===== src/rtl/axil_pkg.sv =====
// Shared AXI4-Lite definitions: response codes, default PROT and the command FSM encoding.
package axil_pkg;

    localparam logic [1:0] RESP_OKAY   = 2'b00;
    localparam logic [1:0] RESP_EXOKAY = 2'b01;
    localparam logic [1:0] RESP_SLVERR = 2'b10;
    localparam logic [1:0] RESP_DECERR = 2'b11;

    // Unprivileged, secure, data access.
    localparam logic [2:0] PROT_DEFAULT = 3'b000;

    typedef enum logic [2:0] {
        StIdle   = 3'd0,
        StWr     = 3'd1,
        StWrResp = 3'd2,
        StRdAddr = 3'd3,
        StRdData = 3'd4,
        StResp   = 3'd5
    } axil_state_e;

endpackage


===== src/rtl/m_axil_cmd_if.sv =====
// AXI4-Lite bus bundle with master and slave views.
interface m_axil_cmd_if #(
    parameter int unsigned DATA_WIDTH = 32,
    parameter int unsigned ADDR_WIDTH = 10
);

    logic [ADDR_WIDTH+1:0]   awaddr;
    logic [2:0]              awprot;
    logic                    awvalid;
    logic                    awready;
    logic [DATA_WIDTH-1:0]   wdata;
    logic [DATA_WIDTH/8-1:0] wstrb;
    logic                    wvalid;
    logic                    wready;
    logic [1:0]              bresp;
    logic                    bvalid;
    logic                    bready;
    logic [ADDR_WIDTH+1:0]   araddr;
    logic [2:0]              arprot;
    logic                    arvalid;
    logic                    arready;
    logic [DATA_WIDTH-1:0]   rdata;
    logic [1:0]              rresp;
    logic                    rvalid;
    logic                    rready;

    modport master (
        output awaddr, awprot, awvalid, wdata, wstrb, wvalid, bready,
        output araddr, arprot, arvalid, rready,
        input  awready, wready, bresp, bvalid, arready, rdata, rresp, rvalid
    );

    modport slave (
        input  awaddr, awprot, awvalid, wdata, wstrb, wvalid, bready,
        input  araddr, arprot, arvalid, rready,
        output awready, wready, bresp, bvalid, arready, rdata, rresp, rvalid
    );

endinterface


===== src/rtl/m_axil_cmd.sv =====
// AXI4-Lite master: one single-beat read or write per user command, reporting the
// response code and the bus latency measured from command accept to the B/R handshake.
module m_axil_cmd
    import axil_pkg::*;
#(
    parameter int unsigned DATA_WIDTH = 32,
    parameter int unsigned ADDR_WIDTH = 10,
    parameter int unsigned LAT_WIDTH  = 16
) (
    input  logic                    axi_clock,
    input  logic                    rst,

    input  logic                    cmd_valid,
    output logic                    cmd_ready,
    input  logic                    cmd_we,
    input  logic [ADDR_WIDTH+1:0]   cmd_addr,
    input  logic [DATA_WIDTH-1:0]   cmd_wdata,
    input  logic [DATA_WIDTH/8-1:0] cmd_wstrb,

    output logic                    rsp_valid,
    input  logic                    rsp_ready,
    output logic                    rsp_we,
    output logic [DATA_WIDTH-1:0]   rsp_rdata,
    output logic [1:0]              rsp_resp,
    output logic [LAT_WIDTH-1:0]    rsp_latency,

    m_axil_cmd_if.master            m_axil
);

    axil_state_e             state;
    logic [ADDR_WIDTH+1:0]   addr_q;
    logic [DATA_WIDTH-1:0]   wdata_q;
    logic [DATA_WIDTH/8-1:0] wstrb_q;
    logic                    awvalid_q;
    logic                    wvalid_q;
    logic                    bready_q;
    logic                    arvalid_q;
    logic                    rready_q;
    logic                    aw_done;
    logic                    w_done;
    logic [LAT_WIDTH-1:0]    lat_cnt;

    logic                    aw_hs;
    logic                    w_hs;
    logic                    aw_done_nx;
    logic                    w_done_nx;
    logic [LAT_WIDTH-1:0]    lat_inc;

    assign m_axil.awaddr  = addr_q;
    assign m_axil.awprot  = PROT_DEFAULT;
    assign m_axil.awvalid = awvalid_q;
    assign m_axil.wdata   = wdata_q;
    assign m_axil.wstrb   = wstrb_q;
    assign m_axil.wvalid  = wvalid_q;
    assign m_axil.bready  = bready_q;
    assign m_axil.araddr  = addr_q;
    assign m_axil.arprot  = PROT_DEFAULT;
    assign m_axil.arvalid = arvalid_q;
    assign m_axil.rready  = rready_q;

    assign aw_hs      = awvalid_q & m_axil.awready;
    assign w_hs       = wvalid_q & m_axil.wready;
    assign aw_done_nx = aw_done | aw_hs;
    assign w_done_nx  = w_done | w_hs;

    // Saturate rather than wrap so a hung-then-recovered slave never reports a short latency.
    assign lat_inc = (&lat_cnt) ? lat_cnt : lat_cnt + {{(LAT_WIDTH-1){1'b0}}, 1'b1};

    always_ff @(posedge axi_clock) begin
        if (rst) begin
            state       <= StIdle;
            cmd_ready   <= 1'b1;
            rsp_valid   <= 1'b0;
            rsp_we      <= 1'b0;
            rsp_rdata   <= '0;
            rsp_resp    <= '0;
            rsp_latency <= '0;
            addr_q      <= '0;
            wdata_q     <= '0;
            wstrb_q     <= '0;
            awvalid_q   <= 1'b0;
            wvalid_q    <= 1'b0;
            bready_q    <= 1'b0;
            arvalid_q   <= 1'b0;
            rready_q    <= 1'b0;
            aw_done     <= 1'b0;
            w_done      <= 1'b0;
            lat_cnt     <= '0;
        end else begin
            case (state)
                StIdle: begin
                    if (cmd_valid) begin
                        cmd_ready <= 1'b0;
                        addr_q    <= cmd_addr;
                        wdata_q   <= cmd_wdata;
                        wstrb_q   <= cmd_wstrb;
                        rsp_we    <= cmd_we;
                        lat_cnt   <= '0;
                        aw_done   <= 1'b0;
                        w_done    <= 1'b0;
                        if (cmd_we) begin
                            awvalid_q <= 1'b1;
                            wvalid_q  <= 1'b1;
                            state     <= StWr;
                        end else begin
                            arvalid_q <= 1'b1;
                            state     <= StRdAddr;
                        end
                    end
                end
                StWr: begin
                    lat_cnt <= lat_inc;
                    aw_done <= aw_done_nx;
                    w_done  <= w_done_nx;
                    if (aw_hs) awvalid_q <= 1'b0;
                    if (w_hs)  wvalid_q  <= 1'b0;
                    if (aw_done_nx && w_done_nx) begin
                        bready_q <= 1'b1;
                        state    <= StWrResp;
                    end
                end
                StWrResp: begin
                    lat_cnt <= lat_inc;
                    if (m_axil.bvalid) begin
                        bready_q    <= 1'b0;
                        rsp_valid   <= 1'b1;
                        rsp_rdata   <= '0;
                        rsp_resp    <= m_axil.bresp;
                        rsp_latency <= lat_inc;
                        state       <= StResp;
                    end
                end
                StRdAddr: begin
                    lat_cnt <= lat_inc;
                    if (m_axil.arready) begin
                        arvalid_q <= 1'b0;
                        rready_q  <= 1'b1;
                        state     <= StRdData;
                    end
                end
                StRdData: begin
                    lat_cnt <= lat_inc;
                    if (m_axil.rvalid) begin
                        rready_q    <= 1'b0;
                        rsp_valid   <= 1'b1;
                        rsp_rdata   <= m_axil.rdata;
                        rsp_resp    <= m_axil.rresp;
                        rsp_latency <= lat_inc;
                        state       <= StResp;
                    end
                end
                StResp: begin
                    if (rsp_ready) begin
                        rsp_valid <= 1'b0;
                        cmd_ready <= 1'b1;
                        state     <= StIdle;
                    end
                end
                default: state <= StIdle;
            endcase
        end
    end

endmodule

===== src/flat_wrapper.sv =====
// flat-port wrapper written by rule: the top's interface ports become plain ports
module m_axil_cmd_flat import axil_pkg::*;
#(
    parameter int unsigned DATA_WIDTH = 32,
    parameter int unsigned ADDR_WIDTH = 10,
    parameter int unsigned LAT_WIDTH  = 16
)
  (axi_clock, rst, cmd_valid, cmd_ready, cmd_we, cmd_addr, cmd_wdata, cmd_wstrb, rsp_valid, rsp_ready, rsp_we, rsp_rdata, rsp_resp, rsp_latency, m_axil_awaddr, m_axil_awprot, m_axil_awvalid, m_axil_wdata, m_axil_wstrb, m_axil_wvalid, m_axil_bready, m_axil_araddr, m_axil_arprot, m_axil_arvalid, m_axil_rready, m_axil_awready, m_axil_wready, m_axil_bresp, m_axil_bvalid, m_axil_arready, m_axil_rdata, m_axil_rresp, m_axil_rvalid);
  m_axil_cmd_if #(.DATA_WIDTH(DATA_WIDTH), .ADDR_WIDTH(ADDR_WIDTH)) m_axil_i ();
  input  logic axi_clock;
  input  logic rst;
  input  logic cmd_valid;
  output logic cmd_ready;
  input  logic cmd_we;
  input  logic [ADDR_WIDTH+1:0] cmd_addr;
  input  logic [DATA_WIDTH-1:0] cmd_wdata;
  input  logic [DATA_WIDTH/8-1:0] cmd_wstrb;
  output logic rsp_valid;
  input  logic rsp_ready;
  output logic rsp_we;
  output logic [DATA_WIDTH-1:0] rsp_rdata;
  output logic [1:0] rsp_resp;
  output logic [LAT_WIDTH-1:0] rsp_latency;
  output wire logic [$bits(m_axil_i.awaddr)-1:0] m_axil_awaddr;
  output wire logic [$bits(m_axil_i.awprot)-1:0] m_axil_awprot;
  output wire logic [$bits(m_axil_i.awvalid)-1:0] m_axil_awvalid;
  output wire logic [$bits(m_axil_i.wdata)-1:0] m_axil_wdata;
  output wire logic [$bits(m_axil_i.wstrb)-1:0] m_axil_wstrb;
  output wire logic [$bits(m_axil_i.wvalid)-1:0] m_axil_wvalid;
  output wire logic [$bits(m_axil_i.bready)-1:0] m_axil_bready;
  output wire logic [$bits(m_axil_i.araddr)-1:0] m_axil_araddr;
  output wire logic [$bits(m_axil_i.arprot)-1:0] m_axil_arprot;
  output wire logic [$bits(m_axil_i.arvalid)-1:0] m_axil_arvalid;
  output wire logic [$bits(m_axil_i.rready)-1:0] m_axil_rready;
  input wire logic [$bits(m_axil_i.awready)-1:0] m_axil_awready;
  input wire logic [$bits(m_axil_i.wready)-1:0] m_axil_wready;
  input wire logic [$bits(m_axil_i.bresp)-1:0] m_axil_bresp;
  input wire logic [$bits(m_axil_i.bvalid)-1:0] m_axil_bvalid;
  input wire logic [$bits(m_axil_i.arready)-1:0] m_axil_arready;
  input wire logic [$bits(m_axil_i.rdata)-1:0] m_axil_rdata;
  input wire logic [$bits(m_axil_i.rresp)-1:0] m_axil_rresp;
  input wire logic [$bits(m_axil_i.rvalid)-1:0] m_axil_rvalid;
  assign m_axil_awaddr = m_axil_i.awaddr;
  assign m_axil_awprot = m_axil_i.awprot;
  assign m_axil_awvalid = m_axil_i.awvalid;
  assign m_axil_wdata = m_axil_i.wdata;
  assign m_axil_wstrb = m_axil_i.wstrb;
  assign m_axil_wvalid = m_axil_i.wvalid;
  assign m_axil_bready = m_axil_i.bready;
  assign m_axil_araddr = m_axil_i.araddr;
  assign m_axil_arprot = m_axil_i.arprot;
  assign m_axil_arvalid = m_axil_i.arvalid;
  assign m_axil_rready = m_axil_i.rready;
  assign m_axil_i.awready = m_axil_awready;
  assign m_axil_i.wready = m_axil_wready;
  assign m_axil_i.bresp = m_axil_bresp;
  assign m_axil_i.bvalid = m_axil_bvalid;
  assign m_axil_i.arready = m_axil_arready;
  assign m_axil_i.rdata = m_axil_rdata;
  assign m_axil_i.rresp = m_axil_rresp;
  assign m_axil_i.rvalid = m_axil_rvalid;
  m_axil_cmd #(.DATA_WIDTH(DATA_WIDTH), .ADDR_WIDTH(ADDR_WIDTH), .LAT_WIDTH(LAT_WIDTH)) u_core (.axi_clock(axi_clock), .rst(rst), .cmd_valid(cmd_valid), .cmd_ready(cmd_ready), .cmd_we(cmd_we), .cmd_addr(cmd_addr), .cmd_wdata(cmd_wdata), .cmd_wstrb(cmd_wstrb), .rsp_valid(rsp_valid), .rsp_ready(rsp_ready), .rsp_we(rsp_we), .rsp_rdata(rsp_rdata), .rsp_resp(rsp_resp), .rsp_latency(rsp_latency), .m_axil(m_axil_i));
endmodule

===== config.mk =====
export PLATFORM = sky130hd
export DESIGN_NAME = m_axil_cmd_flat
export DESIGN_NICKNAME = d
export VERILOG_FILES = /design/src/rtl/axil_pkg.sv /design/src/rtl/m_axil_cmd_if.sv /design/src/rtl/m_axil_cmd.sv /design/src/flat_wrapper.sv
export SDC_FILE = /design/constraint.sdc
export NUM_CORES = 1
export LEC_CHECK = 0
export CORE_ASPECT_RATIO = 0.8
export CORE_MARGIN = 2
export CORE_UTILIZATION = 47
export DETAILED_ROUTE_END_ITERATION = 8
export GPL_ROUTABILITY_DRIVEN = 0
export PLACE_DENSITY = 0.95
export SLEW_MARGIN = 15
export SYNTH_ARGS = -nofsm -noshare
export SYNTH_HDL_FRONTEND = slang
export SYNTH_SLANG_ARGS = --single-unit

===== constraint.sdc =====
create_clock -name axi_clock -period 3.8 [get_ports axi_clock]
set_input_delay 0.57 -clock axi_clock [delete_from_list [all_inputs] [get_ports axi_clock]]
set_output_delay 0.57 -clock axi_clock [all_outputs]
set_load 0.02 [all_outputs]

==> reports/summary.txt <==
GRT overflow: 0
Util after Layout: 69.5%
Arr. time, crit path: 2950 ps
VDD IR max: 398 uV
sequential share of the synthesized area: 46.0%
Rel. slew slack: 34.5%
CTS tree: done
Area Overhead vs Synth: 44.8%
largest net degree at the start of global routing: 88
final hold slack: 453 ps
PD cells: 623 nW/um^2
initial antenna violation count: 0
unrepaired setup endpoints after global routing: no
clock latency on the worst-skew pair: 410 ps
top_reg_cell synth: dfxtp_1
Hold Violations, Final: 0
area post-placement: 7420 um^2
via count: 5401
synth unique cells: 64
clock tree buffer depth: 2
share of cells above drive strength 1: 7.75%
Async S/R FF share, synth: 0%
slowest CP cell: nand4_1
CTS Hold Bufs: 0
crit path capture type: register
Clock transition at path regs: 50 ps
first-pass GRT wire length: 25.1 mm
post-route cell area: 8010 um^2
root buf cell: clkbuf_16
FP Rows: 35
post-synth top area cell: dfxtp_1
residual DRC count: 0
Crit Path Max Fanout: 22
most frequent cells in the layout: 210 x clkdlybuf4s50_1, 127 x dfxtp_1, 121 x nand2_1
Mapped Cells: 649
hold crit path type: register to register
area fraction of the dominant cell type after synthesis: 46.0%
drt first pass iters: 5
# diodes: 0
most common cell after layout, fill and taps aside: clkdlybuf4s50_1
nets: 909
crit-path max cell delay: 760 ps
max-cap violations: 0
WP data required: 4130 ps
Yosys warning count: 0
CP cell instances: ha_1 -> and3_4 -> nand4_1 -> and3_1 -> a211oi_1
die area: 12700 um^2
Synth area leaders: dfxtp_1 46%, nand2_1 8.2%, a21oi_1 5.6%
Post-CTS Setup Repair Bufs: 0
#FFs+latches synth: 127
Initial DRC Count: 288
vias in the first global route: 5110
clock buffer count from CTS: 17
Final Non-Filler Cells: 974
final setup skew: 6.60 ps
sum of net half-perimeters after detailed placement: 10.7 mm
dpl ws: 1080 ps
ANT nets after route: 0
outcome: complete, no violations
number of synthesized flops with an enable pin: 0
GRT Resource Usage Total: 24.6%
Tot Pwr: 4.99 mW
placed insts: 943
Synth Area per Inst: 8.53 um^2
DR WL/cell: 16.4 um
period utilisation layout: 69.1%
CTS sink count: 127
crit start category: register
final worst slack: 1180 ps
width of the die: 125 um
total wire length: 15.9 mm
core footprint: 11500 um^2
Worst Setup Path Type: register to register
IO Count: 218
TNS Setup: 0 ps
leakage: 2.86 nW
Post-Syn Area: 5530 um^2
fmax: 0.381 GHz
Pins Over Slew Limit: 0
count of final setup violators: 0
Die Y: 101 um
post-CTS sizing: 0
Filler Cell Count: 875
Least-Margin Pin Slew: 983 ps
min Tclk post-route: 2620 ps
vias per cell: 5.55
PortBufs: 211
Initial Util: 48.0%
H-Tree Depth: 4
## worst max-delay path: cells and delay by family, from the launching register on
kind                     cells  cell delay [ps]
AND/OR/NAND/NOR              3             1580
flip-flops                   1              470
AO/OA/AOI/OAI                1              190
adder cells (fa/ha/maj)      1              300
## cells in the mapped netlist (all sizes together), types with 2 or more instances
cell type / count
a31oi: 21
o31ai: 2
a311oi: 9
and2: 3
o21ai: 26
xnor2: 3
or4: 2
inv: 7
a41oi: 3
dfxtp: 127
nand4: 9
mux2i: 3
nand2: 124
a22oi: 36
buf: 49
a211oi: 8
nor2: 51
and3: 8
and4: 6
nor4: 4
nand3b: 7
nor2b: 2
or4b: 2
or3: 2
nor3: 8
nand3: 10
clkbuf: 27
a21o: 3
nand2b: 2
a21oi: 63
o211ai: 7
a211o: 2
## final timing paths
path / startpoint / end / slack, ps / depth (start not counted)
worst max-delay path: u_core.lat_cnt[0] / u_core.rsp_latency[9] / 1180 / 5
worst min register to register: u_core.m_axil.wdata[15] / u_core.m_axil.wdata[15] / 450 / 2
worst min-delay path: u_core.m_axil.wdata[15] / u_core.m_axil.wdata[15] / 450 / 2
worst max register to register: u_core.lat_cnt[0] / u_core.rsp_latency[9] / 1180 / 5
## where the power goes
| part | leakage (nW) | switching [mW] | internal (mW) |
|---|---|---|---|
| clock network | 0.282 | 0.592 | 1.04 |
| logic | 1.54 | 0.955 | 0.695 |
| registers | 1.03 | 0.175 | 1.53 |
| total | 2.86 | 1.72 | 3.27 |
## flip-flops by register name, summed over array words and instances (netlist names), 2 cells and up
| name | count |
|---|---|
| u_core.m_axil.wdata | 32 |
| u_core.rsp_rdata | 32 |
| u_core.lat_cnt | 16 |
| u_core.rsp_latency | 16 |
| u_core.m_axil.araddr | 12 |
| u_core.m_axil.wstrb | 4 |
| u_core.state | 3 |
| u_core.rsp_resp | 2 |
## kinds of logic (layout without fill, tap and decap cells)
| logic type | Yosys count | count (layout) | synth area share (%) |
|---|---|---|---|
| flops | 127 | 127 | 46.0 |
| simple gates | 242 | 242 | 21.5 |
| mux | 3 | 3 | 0.543 |
| xor+xnor | 3 | 3 | 0.475 |
| compound gates | 189 | 189 | 22.3 |
| fa+ha+maj | 1 | 1 | 0.226 |
| buf+inv | 83 | 255 | 8.98 |
| other cells | 1 | 6 | 0.0678 |
## final cells by class
type | instances | area [um^2] | share of cell area, %
clock buffers | 20 | 447 | 5.58
clock inverters | 11 | 141 | 1.77
inverters | 7 | 26.3 | 0.328
multi-input cells | 444 | 2510 | 31.4
flip-flops and latches | 127 | 2540 | 31.7
well taps | 148 | 185 | 2.31
repair buffers | 217 | 2150 | 26.9
## layer usage
layer / part of all wire (%) / GRT usage [%]
met1: 42 / 28.8
met5: 0 / 0
met2: 49 / 42.8
met3: 7.9 / 8.60
met4: 1.2 / 7.78
(Power assumes the default switching activity.)
